**src/rtl/seg_pkg.sv**
```systemverilog
// Shared constants for the seven-segment scan controller: segment table and FSM states.
package seg_pkg;

  localparam logic [6:0] SEG_BLANK = 7'b1111111;

  // Active-low gfedcba patterns; element i is the glyph for hex digit i.
  localparam logic [15:0][6:0] SEG_HEX = {
    7'b0001110, // F
    7'b0000110, // E
    7'b0100001, // d
    7'b1000110, // C
    7'b0000011, // b
    7'b0001000, // A
    7'b0010000, // 9
    7'b0000000, // 8
    7'b1111000, // 7
    7'b0000010, // 6
    7'b0010010, // 5
    7'b0011001, // 4
    7'b0110000, // 3
    7'b0100100, // 2
    7'b1111001, // 1
    7'b1000000  // 0
  };

  typedef enum logic {
    ST_BLANK = 1'b0,
    ST_ON    = 1'b1
  } state_t;

endpackage

```
**src/rtl/seg_hex_decode.sv**
```systemverilog
// Combinational hex nibble to active-low seven-segment pattern.
module seg_hex_decode
  import seg_pkg::*;
(
  input  logic [3:0] i_nibble,
  output logic [6:0] o_seg
);

  assign o_seg = SEG_HEX[i_nibble];

endmodule

```
**src/rtl/seg_scan_ctrl.sv**
```systemverilog
// Round-robin digit scanner with blanking gaps and a frame-synchronous
// shadow buffer fed by a valid/ready handshake.
module seg_scan_ctrl
  import seg_pkg::*;
#(
  parameter int unsigned NUM_DIGITS   = 4,
  parameter int unsigned DWELL_CYCLES = 1000,
  parameter int unsigned BLANK_CYCLES = 16
) (
  input  logic                    CLK,
  input  logic                    RST,
  input  logic                    upd_valid,
  input  logic [4*NUM_DIGITS-1:0] upd_value,
  output logic                    upd_ready,
  input  logic [NUM_DIGITS-1:0]   digit_en,
  output logic [6:0]              outSeg,
  output logic [NUM_DIGITS-1:0]   digit_sel,
  output logic                    frame_done
);

  localparam int unsigned MAXC = (DWELL_CYCLES > BLANK_CYCLES) ? DWELL_CYCLES : BLANK_CYCLES;
  localparam int unsigned TW   = (MAXC > 1) ? $clog2(MAXC) : 1;
  localparam int unsigned IW   = $clog2(NUM_DIGITS);

  localparam logic [TW-1:0] T_BLANK_LAST = TW'(BLANK_CYCLES - 1);
  localparam logic [TW-1:0] T_DWELL_LAST = TW'(DWELL_CYCLES - 1);
  localparam logic [IW-1:0] IDX_LAST     = IW'(NUM_DIGITS - 1);

  state_t                        r_state;
  logic [IW-1:0]                 r_idx;
  logic [TW-1:0]                 r_timer;
  logic                          r_slot_en;
  logic [NUM_DIGITS-1:0][3:0]    r_shadow;
  logic [NUM_DIGITS-1:0][3:0]    r_active;
  logic                          r_pending;
  logic [6:0]                    r_seg;
  logic [NUM_DIGITS-1:0]         r_sel;
  logic                          r_frame_done;

  state_t                        w_state_nxt;
  logic [IW-1:0]                 w_idx_nxt;
  logic [TW-1:0]                 w_timer_nxt;
  logic                          w_slot_en_nxt;
  logic                          w_lit;
  logic [3:0]                    w_nibble;
  logic [6:0]                    w_dec;
  logic [6:0]                    w_seg_nxt;
  logic [NUM_DIGITS-1:0]         w_sel_nxt;
  logic                          w_fd_nxt;

  seg_hex_decode u_dec (
    .i_nibble (w_nibble),
    .o_seg    (w_dec)
  );

  always_comb begin
    w_state_nxt   = r_state;
    w_idx_nxt     = r_idx;
    w_timer_nxt   = r_timer + TW'(1);
    w_slot_en_nxt = r_slot_en;
    case (r_state)
      ST_BLANK: begin
        if (r_timer == T_BLANK_LAST) begin
          w_state_nxt   = ST_ON;
          w_timer_nxt   = '0;
          // Enable is latched at slot entry so a mid-slot change never flickers a digit.
          w_slot_en_nxt = digit_en[r_idx];
        end
      end
      ST_ON: begin
        if (r_timer == T_DWELL_LAST) begin
          w_state_nxt = ST_BLANK;
          w_timer_nxt = '0;
          w_idx_nxt   = (r_idx == IDX_LAST) ? '0 : r_idx + IW'(1);
        end
      end
      default: begin
        w_state_nxt = ST_BLANK;
        w_timer_nxt = '0;
      end
    endcase

    // Outputs are decoded from the next state so the registers line up with r_state.
    w_nibble  = r_active[w_idx_nxt];
    w_lit     = (w_state_nxt == ST_ON) && w_slot_en_nxt;
    w_seg_nxt = w_lit ? w_dec : SEG_BLANK;
    w_sel_nxt = '1;
    if (w_lit) w_sel_nxt[w_idx_nxt] = 1'b0;
    w_fd_nxt  = (w_state_nxt == ST_ON) && (w_idx_nxt == IDX_LAST) && (w_timer_nxt == T_DWELL_LAST);
  end

  always_ff @(posedge CLK) begin
    if (RST) begin
      r_state      <= ST_BLANK;
      r_idx        <= '0;
      r_timer      <= '0;
      r_slot_en    <= 1'b0;
      r_shadow     <= '0;
      r_active     <= '0;
      r_pending    <= 1'b0;
      r_seg        <= SEG_BLANK;
      r_sel        <= '1;
      r_frame_done <= 1'b0;
    end else begin
      r_state      <= w_state_nxt;
      r_idx        <= w_idx_nxt;
      r_timer      <= w_timer_nxt;
      r_slot_en    <= w_slot_en_nxt;
      r_seg        <= w_seg_nxt;
      r_sel        <= w_sel_nxt;
      r_frame_done <= w_fd_nxt;
      // Transfer and commit are exclusive: ready is low whenever a commit is possible.
      if (upd_valid && !r_pending) begin
        r_shadow  <= upd_value;
        r_pending <= 1'b1;
      end else if (r_frame_done && r_pending) begin
        r_active  <= r_shadow;
        r_pending <= 1'b0;
      end
    end
  end

  assign upd_ready  = !r_pending;
  assign outSeg     = r_seg;
  assign digit_sel  = r_sel;
  assign frame_done = r_frame_done;

endmodule

```
**config.mk**
```make
export PLATFORM = sky130hd
export DESIGN_NAME = seg_scan_ctrl
export DESIGN_NICKNAME = d
export VERILOG_FILES = /design/src/rtl/seg_pkg.sv /design/src/rtl/seg_hex_decode.sv /design/src/rtl/seg_scan_ctrl.sv
export SDC_FILE = /design/constraint.sdc
export NUM_CORES = 1
export LEC_CHECK = 0
export CORE_AREA = 2 2 81 83
export CTS_BUF_LIST = sky130_fd_sc_hd__clkbuf_4
export CTS_CLUSTER_SIZE = 14
export DETAILED_ROUTE_END_ITERATION = 7
export DIE_AREA = 0 0 83 85
export GPL_ROUTABILITY_DRIVEN = 0
export GPL_TIMING_DRIVEN = 0
export PLACE_DENSITY = 0.66
export SYNTH_ARGS = -nofsm -noshare
export SYNTH_HDL_FRONTEND = slang
export SYNTH_SLANG_ARGS = --single-unit
```
**constraint.sdc**
```tcl
create_clock -name CLK -period 8.6 [get_ports CLK]
set_clock_uncertainty 0.05 [all_clocks]
set_input_delay 1.72 -clock CLK [delete_from_list [all_inputs] [get_ports CLK]]
set_output_delay 1.72 -clock CLK [all_outputs]
set_load 0.1 [all_outputs]
```
==> results.cfg, run 1 <==
[drt]
vias = 2237
drt_pass1_iterations = 4
drc_errors = 0
drt_wl_total_mm = 5.51
post_drt_wl_per_cell_um = 12.5
viasPerCell = 5.08
postRouteAntennaNets = 0
drt_iter0_drc = 103

[global_routing]
antenna_found_initial = 0
grt_pass1_vias = 2124
grtUsageTotal = 0.167
grt_pass1_wl_mm = 9.54
grt_max_degree = 11
grt-ovfl-total = 0

[setup_path]
worstPathRequired_ns = 6.83
cp_top_family = buffers and inverters
r2r-end = outSeg[3]$_SDFF_PP1_
cp.depth = 2
critPathKind = flip-flop to output port
crit_arrival_ns = 1.98
reg2reg_setup_slack_ns = 5.44
r2r-start = r_timer[0]$_SDFF_PP0_
r2r_cells = 10
crit_buf_inv = 2
worstPathCellList = inv_1 > clkdlybuf4s50_1
slowest_stage = clkdlybuf4s50_1
cpPeakStageDelay_ns = 1.13
path_max_fanout = 5
worstSetupStartpointType = flip-flop
worst_setup_path_end_kind = output port

[die]
start_util = 0.435
coreArea_um2 = 6200
io_pins = 36
rows = 29
dieArea_um2 = 7060
die_width_um = 83
dieHeight_um = 85

[synthesis]
synth_area_um2 = 2700
synthArstFlopShare = 0
yosys_warnings = 0
ys_types = 49
synth_top_area_frac = 0.438
yosys.area.top_type = dfxtp_1
synthFlopType = dfxtp_1
synth_edf_count = 0
synth_common_cells = nand2_1 (76), dfxtp_1 (59), a21oi_1 (36)
synth-seq-cells = 59
syn-instance-count = 312
yosysMostFrequentCell = nand2_1
syn_area_per_cell_um2 = 8.65
syn-num-nets = 343
synth-seq-area-share = 0.438
ys_top_cells_by_area = dfxtp_1 (44%), nand2_1 (11%), a21oi_1 (6.7%)

[hold_path]
worstHoldStart = r_shadow[9]$_SDFFE_PP0P_
hp-class = flip-flop to flip-flop
whs_path_depth = 2
hold_end = r_active[9]$_SDFFE_PP0P_

[clock_tree]
clock-sinks = 59
cts_root_buffer = clkbuf_4
cts_made_buffers = 9
cts_hold_buffers = 0
clk_latency_ns = 0.40
cts_buffer_depth = 2
post-cts-setup-buffers = 0
cts_tree = done
cts.repair.resized = 0
cts.htree.levels = 3
path_clk_slew_ns = 0.10

[final_layout]
drive_gt1_frac = 0.0964
nets = 389
area_growth_pct = 23.0
diodes = 0

[sta]
slew_headroom = 0.352
clock.fmax_mhz = 267
setup_viol = 0
period_share = 0.436
hold_ws_ns = 0.406
rsz0062_at_grt = false
worstMarginPinSlew_ns = 0.969
setup_tns_ns = 0
hold_viol = 0
min_period_ns = 3.75
slew_violations = 0

[run]
drv_cap = 0

[placed_design]
hpwl_mm = 3.97
port_buffers = 35

[outcome]
outcome = finished, final reports clean

[pwr]
power.leakage_nw = 1.30
peakVddDrop_mv = 0.116
power_density_nw_per_um2 = 168
[layout by cell type, fill, tap and decap left out, types with 6 or more instances in the layout]
cell type / netlist / layout
clkbuf_4: 0 / 9
nor2_1: 21 / 21
mux2i_1: 10 / 10
inv_1: 8 / 8
nand2_1: 76 / 76
dfxtp_1: 59 / 59
clkbuf_1: 10 / 10
a21oi_1: 36 / 36
clkdlybuf4s50_1: 0 / 35
ha_1: 8 / 8
xnor2_1: 6 / 6
[logic make-up after synthesis]
| group | after synthesis | share of synthesized area |
|---|---|---|
| buffers and inverters | 26 | 0.0468 |
| AO/OA/AOI/OAI | 61 | 0.147 |
| AND/OR/NAND/NOR | 136 | 0.248 |
| flip-flops | 59 | 0.438 |
| multiplexers | 13 | 0.0538 |
| adder cells (fa/ha/maj) | 8 | 0.0371 |
| XOR/XNOR | 9 | 0.0292 |
[worst reg2reg max path, stage by stage (launching register included)]
cell and delay, ns:
dfxtp_1 0.38, ha_1 0.28, nand4_2 0.18, o31a_2 0.40, nor2_1 0.43, mux2i_1 0.49, inv_1 0.18, ha_1 0.23
mux2_2 0.26, mux2i_1 0.12, nand2_1 0.06
[per-stage QoR]
stage | cell area (um^2) | worst slack [ns] | instances | utilization | power (mW)
finish | 3320 | 4.85 | 440 | 0.535 | 0.557
CTS | 3320 | 4.82 | 440 | 0.535 | 0.563
detailed placement | 3150 | 5.16 | 424 | 0.507 | 0.319
global route | 3320 | 4.76 | 440 | 0.535 | 0.581
floorplan | 2700 | 5.86 | 312 | - | 0.304
global placement | 3150 | 5.13 | 424 | 0.507 | 0.318
[how the worst max path moves through the flow]
| stage | start | end |
|---|---|---|
| after global placement | digit_en[1] | outSeg[4]$_SDFF_PP1_ |
| after detailed placement | digit_en[0] | outSeg[5]$_SDFF_PP1_ |
| after floorplan | digit_en[3] | outSeg[6]$_SDFF_PP1_ |
| after global routing | r_pending$_SDFFE_PP0P_ | upd_ready |
| final | r_pending$_SDFFE_PP0P_ | upd_ready |
| after CTS | r_pending$_SDFFE_PP0P_ | upd_ready |
[state kept, by name, indices dropped and copies added (netlist names)]
name / flops
r_pending: 1
r_idx: 2
r_timer: 10
r_state: 1
r_shadow: 16
r_slot_en: 1
frame_done: 1
outSeg: 7
digit_sel: 4
r_active: 16
[where the power goes]
group | total, mW | internal (mW) | switching, mW | leakage (nW)
Combinational | 0.0302 | 0.0148 | 0.0154 | 0.724
Clock | 0.245 | 0.144 | 0.101 | 0.0924
Sequential | 0.282 | 0.279 | 0.00363 | 0.479
Total | 0.557 | 0.437 | 0.120 | 1.30
[layer usage]
metal  track usage  share of wire  vias up
met2         0.267           0.46       45
met5             0              0        -
met1         0.202           0.47     1018
li1              -              -     1168
met3        0.0710          0.054        6
met4        0.0581          0.010        0
[area by class of cell]
| type | count | area, um^2 |
|---|---|---|
| plain buffers | 18 | 96.3 |
| clock buffers | 9 | 67.6 |
| clock inverters | 7 | 106 |
| fillers | 623 | 2890 |
| inverters | 8 | 30.0 |
| multi-input cells | 227 | 1390 |
| flip-flops and latches | 59 | 1180 |
| well taps | 77 | 96.3 |
| repair buffers | 35 | 350 |
(Power assumes the default switching activity.)
==> inputs of run 2 (changes only) <==
Settings changed: PLACE_DENSITY 0.66 to 0.68.
Clock period 8.6 ns to 3.27 ns, I/O delays scaled along.
==> run 2 against run 1 <==
Clock power increased by 67%. Setup slack got worse by 4.5 ns. Routed wire length decreased by 0.82%. Count of clock-buffer cells in the layout unchanged. Sequential power increased to 2.6 times the previous value. Flip-flop and latch count unchanged. Via count decreased by 0.31%. Hold slack got worse by 0.0032 ns. Combinational power increased to 2.6 times the previous value. Global-route usage decreased by 0.53 points. Die area unchanged. Total power increased by 120%. Highest routed layer unchanged.
==> results.cfg, run 2 (synthesized netlist as in run 1, its figures left out) <==
[outcome]
outcome = finished, final reports clean

[run]
drv_cap = 0

[sta]
slew_violations = 0
rsz0062_at_grt = false
fin_ws_ns = 0.322
period_share = 0.901
min_period_ns = 2.95
setup_viol = 0
hold_viol = 0
slew_headroom = 0.352
hold_ws_ns = 0.403
worstMarginPinSlew_ns = 0.968
clock.fmax_mhz = 339
setup_tns_ns = 0

[drt]
dr_wl_met3_um = 216
postRouteAntennaNets = 0
viasPerCell = 5.07
vias = 2230
drt_pass1_iterations = 4
met1_length_mm = 2.73
highest_layer = met4
drt_wl_total_mm = 5.46
post_drt_wl_per_cell_um = 12.4
route.met2.wl_mm = 2.41
drc_errors = 0
drt_iter0_drc = 95

[clock_tree]
clock-sinks = 59
cts_made_buffers = 9
cts_root_buffer = clkbuf_4
cts_tree = done
cts_buffer_depth = 2
clk_latency_ns = 0.39
path_clk_slew_ns = 0.10
cts.htree.levels = 3

[pwr]
power_density_nw_per_um2 = 379
peakVddDrop_mv = 0.214
p_total_mw = 1.23
power.leakage_nw = 1.26

[global_routing]
grt_max_degree = 11
grtUsageTotal = 0.161
grt_pass1_vias = 2067
grt_pass1_wl_mm = 9.29
grt-ovfl-total = 0
antenna_found_initial = 0

[setup_path]
worstSetupStartpointType = flip-flop
critPathKind = flip-flop to flip-flop
r2r_cells = 10
slowest_stage = o31a_2
r2r-end = outSeg[3]$_SDFF_PP1_
path_max_fanout = 7
reg2reg_setup_slack_ns = 0.32
r2r-start = r_timer[0]$_SDFF_PP0_
cpPeakStageDelay_ns = 0.41
worst_setup_path_end_kind = flip-flop
cp-endpoint = outSeg[3]$_SDFF_PP1_
crit_arrival_ns = 3.19
worstPathCellList = ha_1 > nand4_2 > o31a_2 > nor2_2 > mux2i_2 > inv_1 > ha_1 > mux2_2 > mux2i_1 > nand2_1
crit_top_cell = ha_1
startpoint = r_timer[0]$_SDFF_PP0_
worstPathRequired_ns = 3.51

[final_layout]
drive_gt1_frac = 0.105
final_cell_mix = nand2_1 (76), dfxtp_1 (59), a21oi_1 (36), clkdlybuf4s50_1 (35), nor2_1 (20)
layoutNonFillerInstCount = 440
postLayoutCellArea_um2 = 3250
top_regs = r_active: 16 flops, r_shadow: 16 flops, r_timer: 10 flops
diodes = 0
final_common_cell = nand2_1
area_growth_pct = 20.6
nets = 389
utilization = 0.525
fillers = 618

[hold_path]
hp-class = flip-flop to flip-flop

[placed_design]
port_buffers = 35
placed_area_um2 = 3150
dp_slack_ns = 0.0859
dp.cells = 424
hpwl_mm = 4.00

[die]
dieHeight_um = 85
start_util = 0.435
io_pins = 36
dieArea_um2 = 7060
die_width_um = 83
rows = 29
coreArea_um2 = 6200
## run 2: cell count changes in the layout (fill, tap and decap cells not counted)
cell,previous run,this run
nor2_2,0,1
mux2i_1,10,9
clkinvlp_4,0,1
clkinv_2,1,4
nor2_1,21,20
clkinv_1,3,2
mux2i_2,0,1
bufinv_16,3,0
## run 2: routing by layer
| metal | track usage | up-vias |
|---|---|---|
| met1 | 0.206 | 1003 |
| met2 | 0.259 | 46 |
| li1 | - | 1172 |
| met4 | 0.0730 | 0 |
| met3 | 0.0418 | 9 |
| met5 | 0 | - |
## run 2: area by class of cell
class	instances	area, um^2	area share
Timing Repair Buffer	35	350	0.108
Multi-Input combinational cell	227	1400	0.429
Tap cell	77	96.3	0.0296
Buffer	18	96.3	0.0296
Inverter	8	30.0	0.00923
Clock inverter	7	35.0	0.0108
Clock buffer	9	67.6	0.0208
Sequential cell	59	1180	0.363
## run 2: worst min-delay path by stage
stage | from | end | cells after the start
final | r_active[6]$_SDFFE_PP0P_ | r_active[6]$_SDFFE_PP0P_ | 2
after global routing | r_shadow[8]$_SDFFE_PP0P_ | r_active[8]$_SDFFE_PP0P_ | 2
after CTS | r_active[6]$_SDFFE_PP0P_ | r_active[6]$_SDFFE_PP0P_ | 2
after detailed placement | r_shadow[9]$_SDFFE_PP0P_ | r_active[9]$_SDFFE_PP0P_ | 2
after global placement | r_timer[0]$_SDFF_PP0_ | r_timer[0]$_SDFF_PP0_ | 1
after floorplan | r_timer[0]$_SDFF_PP0_ | r_timer[0]$_SDFF_PP0_ | 1
## run 2: report_power, final
group / internal [mW] / switching (mW) / total (mW)
sequential: 0.733 / 0.00909 / 0.742
clock: 0.146 / 0.264 / 0.410
combinational: 0.0390 / 0.0407 / 0.0797
total: 0.918 / 0.314 / 1.23
## run 2: what timing repair did
action,in CTS,in global routing
endpoints found under the setup margin,0,3
hold endpoints to repair,0,0
buffers inserted,0,0
hold buffers,0,0
gates resized for setup,0,2
## run 2: worst max-delay path, delay by kind of cell (launching register included)
kind / cells / cell delay (ns)
buf+inv: 1 / 0.16
fa+ha+maj: 2 / 0.49
simple gates: 3 / 0.54
flops: 1 / 0.39
compound gates: 1 / 0.41
mux: 3 / 0.79
